[src/rtl/bcd2bin_seq.sv]
// Sequential packed-BCD to binary converter using reverse double-dabble:
// one right shift per cycle with a subtract-3 correction on every digit.
module bcd2bin_seq #(
  parameter int N      = 8,
  // Decimal digit count of 2**N: floor(N*log10(2)) + 1.
  parameter int DIGITS = (N * 30103) / 100000 + 1
) (
  input  logic                  clk,
  input  logic                  rst_n,
  input  logic                  in_valid,
  output logic                  in_ready,
  input  logic [4*DIGITS-1:0]   bcd_in,
  output logic                  out_valid,
  input  logic                  out_ready,
  output logic [N-1:0]          bin_out,
  output logic                  ovf,
  output logic                  err
);

  localparam int B  = $clog2(10 ** DIGITS);
  localparam int W  = 4 * DIGITS + B;
  localparam int CW = $clog2(B + 1);

  typedef enum logic [1:0] {IDLE, BUSY, DONE} state_t;

  state_t          state_q, state_d;
  logic [W-1:0]    sr_q;
  logic [W-1:0]    sr_step;
  logic [CW-1:0]   cnt_q;
  logic            err_q;
  logic            accept;
  logic            last_shift;
  logic            bad_digit;
  logic [B-1:0]    result;

  assign accept     = (state_q == IDLE) && in_ready && in_valid;
  assign last_shift = (state_q == BUSY) && (cnt_q == CW'(1));
  assign result     = sr_step[B-1:0];

  always_comb begin
    bad_digit = 1'b0;
    for (int d = 0; d < DIGITS; d++) begin
      if (bcd_in[4*d +: 4] > 4'd9) bad_digit = 1'b1;
    end
  end

  // One reverse double-dabble step: shift right, then pull every digit
  // that landed at 8 or above back into decimal range.
  always_comb begin
    // NOTE: every always_comb output gets a default first so no latch is inferred.
    sr_step = sr_q >> 1;
    for (int d = 0; d < DIGITS; d++) begin
      if (sr_step[B + 4*d +: 4] >= 4'd8)
        sr_step[B + 4*d +: 4] = sr_step[B + 4*d +: 4] - 4'd3;
    end
  end

  always_ff @(posedge clk or negedge rst_n) begin
    // NOTE: sequential state uses non-blocking assignments only.
    if (!rst_n) state_q <= IDLE;
    else        state_q <= state_d;
  end

  always_comb begin
    state_d = state_q;
    case (state_q)
      IDLE:    if (accept)     state_d = BUSY;
      BUSY:    if (last_shift) state_d = DONE;
      DONE:    if (out_ready)  state_d = IDLE;
      default:                 state_d = IDLE;
    endcase
  end

  // in_ready/out_valid are registered from the next state so reset holds
  // both low and in_ready rises only on the first edge after release.
  always_ff @(posedge clk or negedge rst_n) begin
    if (!rst_n) begin
      in_ready  <= 1'b0;
      out_valid <= 1'b0;
      sr_q      <= '0;
      cnt_q     <= '0;
      err_q     <= 1'b0;
      bin_out   <= '0;
      ovf       <= 1'b0;
      err       <= 1'b0;
    end else begin
      in_ready  <= (state_d == IDLE);
      out_valid <= (state_d == DONE);
      if (accept) begin
        sr_q  <= {bcd_in, {B{1'b0}}};
        cnt_q <= CW'(B);
        err_q <= bad_digit;
      end else if (state_q == BUSY) begin
        sr_q  <= sr_step;
        cnt_q <= cnt_q - CW'(1);
        if (last_shift) begin
          if (err_q) begin
            bin_out <= '0;
            ovf     <= 1'b0;
            err     <= 1'b1;
          end else if (|result[B-1:N]) begin
            bin_out <= '1;
            ovf     <= 1'b1;
            err     <= 1'b0;
          end else begin
            bin_out <= result[N-1:0];
            ovf     <= 1'b0;
            err     <= 1'b0;
          end
        end
      end
    end
  end

endmodule

[config.mk]
export PLATFORM = sky130hd
export DESIGN_NAME = bcd2bin_seq
export DESIGN_NICKNAME = d
export VERILOG_FILES = /design/src/rtl/bcd2bin_seq.sv
export SDC_FILE = /design/constraint.sdc
export NUM_CORES = 1
export LEC_CHECK = 0
export BUFFER_PORTS_ARGS = -buffer_cell sky130_fd_sc_hd__buf_2
export CORE_MARGIN = 1
export CORE_UTILIZATION = 50
export CTS_BUF_LIST = sky130_fd_sc_hd__clkbuf_4 sky130_fd_sc_hd__clkbuf_8
export DETAILED_ROUTE_END_ITERATION = 6
export PLACE_DENSITY_LB_ADDON = 0.15
export SKIP_CTS_REPAIR_TIMING = 1
export SLEW_MARGIN = 20
export SYNTH_ARGS = -nofsm -noshare
export SYNTH_HDL_FRONTEND = slang
export SYNTH_SLANG_ARGS = --single-unit
[constraint.sdc]
create_clock -name clk -period 2.02 [get_ports clk]
set_input_delay 0.404 -clock clk [delete_from_list [all_inputs] [get_ports clk]]
set_output_delay 0.404 -clock clk [all_outputs]
set_load 0.01 [all_outputs]
==> metrics <==
status finished, final reports clean; fill count 322; Tcrit/Tclk final 0.805; Worst Setup Path Type register to register; ranking of synthesized cells by area dfrtp_1 51%, o21ai_0 5.7%, nand3_1 4.6%; number of distinct library cells after synthesis 35; Post-synth EDFFs 0; DR DRC count 0; # IOs 28; share of layout cells above drive strength 1 0.251; largest stage delay on the critical path 0.40 ns; Post-synth ARST share 1.00; skew final 0.00786 ns; Power Density 1540 mW/mm^2; Seq pwr share 0.412; n_diodes 0; vias per cell 5.43; via count 1406; worst-case clock buffer depth 2; Overflow after GRT 0; area leader, netlist dfrtp_1; GRT Overall Usage 0.213; Mapped Area 0.00194 sq mm; P_sw 0.00127 W; Sink Count 40; H-tree depth 2; Die H 64.4 um; RSZ-0062 raised after global routing false; Max Slew Vio Count 0; P_leak 1.11 nW; final net count 232; Comb power frac 0.383; TritonCTS buffer count 5; relative slew slack 0.571; syn nets 205; CP endpoint kind register; Int Power 0.00217 W; CP delay by family, top simple AND/OR/NAND/NOR gates; post-synth top area share 0.515; Core ar. 0.00369 sq mm; synthesized netlist cell count 183; crit path cell chain inv_1, ha_1, nor3b_4, nand2_2, mux2_4; highest clock rate 0.615 GHz; post-synthesis sequential area ratio 0.515; initial antenna violation count 0; Max VDD drop 654 uV; critical path fanouts, max 12; CP arrival 1.79 ns; Final Wtd Congestion 0.805; most frequent cells in the layout 40 x dfrtp_1, 27 x buf_2, 22 x o21ai_0; clock root cell clkbuf_8; setup_tns 0 ns; Non-Filler Instances 259; clock period minus worst slack 1.63 ns; Buffers & Inverters on Critical Path 1; initial core utilization 0.527; clock-pin slew on the worst setup and hold paths 0.08 ns; Detailed Place HPWL 2.78 mm; Pre-Repair DR Iteration Count 5; CTS tree built; Max stage delay cell, worst path dfrtp_1; starting DRC count in detailed routing 122; FF-to-FF setup slack 0.39 ns; most common cell after layout, fill and taps aside dfrtp_1; syn avg cell area 10.6 sq um; Ys Warns 0; share of power burned in the clock network 0.205; die area 0.00414 sq mm; Max Cap Violations 0; Hold WS 0.157 ns; Synth Register Bits 40; first-pass GRT wire length 6.60 mm; largest net degree at the start of global routing 41; worst-skew pair later-pin latency 0.29 ns; Multi-input gate area 810 sq um; Least-Margin Pin Slew 0.644 ns; top_reg_cell synth dfrtp_1; Req. time, crit path 2.19 ns; placed cells 251; row cnt 22; I/O Buffers 27; Routed wire per std cell 15.1 um; routed wire length 3.91 mm; Area growth syn-to-layout 14.5%; vias in the first global route 1387; Storage cell area 0.00100 sq mm; final setup fails 0; Hold Path Class input pin to async pin; CP Launch Type register; Die W 64.4 um; switching share of power 0.369; Hold Violations, Final 0; Routed Antenna Nets 0
-- through the flow --
stage          setup WS (ns)  power, W  cell area, sq um  utilization
3_3_place_gp           0.477   0.00266              2100        0.569
3_5_place_dp           0.402   0.00275              2100        0.569
5_1_grt                0.297   0.00370              2230        0.603
4_1_cts                0.391   0.00346              2230        0.603
2_1_floorplan          0.607   0.00238              1940            -
6_report               0.395   0.00344              2230        0.603
-- per-layer routing --
layer | share of wire | up-vias | global-route usage
met3 | 0.036 | 6 | 0.0464
met1 | 0.44 | 692 | 0.273
met5 | 0 | - | 0
met2 | 0.51 | 31 | 0.343
met4 | 0.015 | 0 | 0.0972
li1 | - | 677 | -
-- Yosys cell counts (all sizes together), types with 2 or more instances --
library cell	n
mux2i	4
dfrtp	40
mux2	8
nand3	18
and2	2
o21ai	22
ha	6
nor2b	2
inv	15
o211ai	4
buf	9
xnor2	4
nor2	9
nand2	16
a22oi	3
a221o	4
clkbuf	3
nand4	2
-- registers in the layout (all words and copies together), names as in the netlist --
| signal | cells |
|---|---|
| sr_q | 21 |
| bin_out | 8 |
| cnt_q | 4 |
| state_q | 2 |
| err | 1 |
| err_q | 1 |
| in_ready | 1 |
| out_valid | 1 |
| ovf | 1 |
-- cells by family (layout without fill, tap and decap cells) --
| kind of cell | after synthesis | after routing | synth area share |
|---|---|---|---|
| AO/OA/AOI/OAI | 37 | 37 | 0.124 |
| XOR/XNOR | 5 | 5 | 0.0225 |
| adder cells (fa/ha/maj) | 6 | 6 | 0.0386 |
| buffers and inverters | 27 | 55 | 0.0689 |
| flip-flops | 40 | 40 | 0.515 |
| multiplexers | 12 | 12 | 0.0785 |
| AND/OR/NAND/NOR | 56 | 56 | 0.153 |
-- power by group through the flow --
stage	clock, W	combinational (W)	sequential [W]
floorplan	0	0.000998	0.00138
global placement	0	0.00127	0.00140
detailed placement	0	0.00133	0.00143
CTS	0.000714	0.00134	0.00141
global route	0.000749	0.00150	0.00145
finish	0.000703	0.00132	0.00142
-- final cells by class --
cell class	count	share of cell area
multi-input combinational	116	0.364
clock buffer	7	0.0433
sequential	40	0.450
tap	48	0.0270
timing repair buffer	32	0.0776
clock inverter	1	0.0135
inverter	15	0.0253
-- path summary, 6_finish.rpt --
kind,start,to,cells past startpoint
setup / recovery,cnt_q[1],bin_out[7],5
hold / removal,rst_n,out_valid,2
setup reg to reg,cnt_q[1],bin_out[7],5
hold reg to reg,err,err,1
max in group asynchronous,rst_n,bin_out[6],2
min in group clk,bcd_in[11],sr_q[21],3
Note: power is estimated with default switching activity, not from simulation.
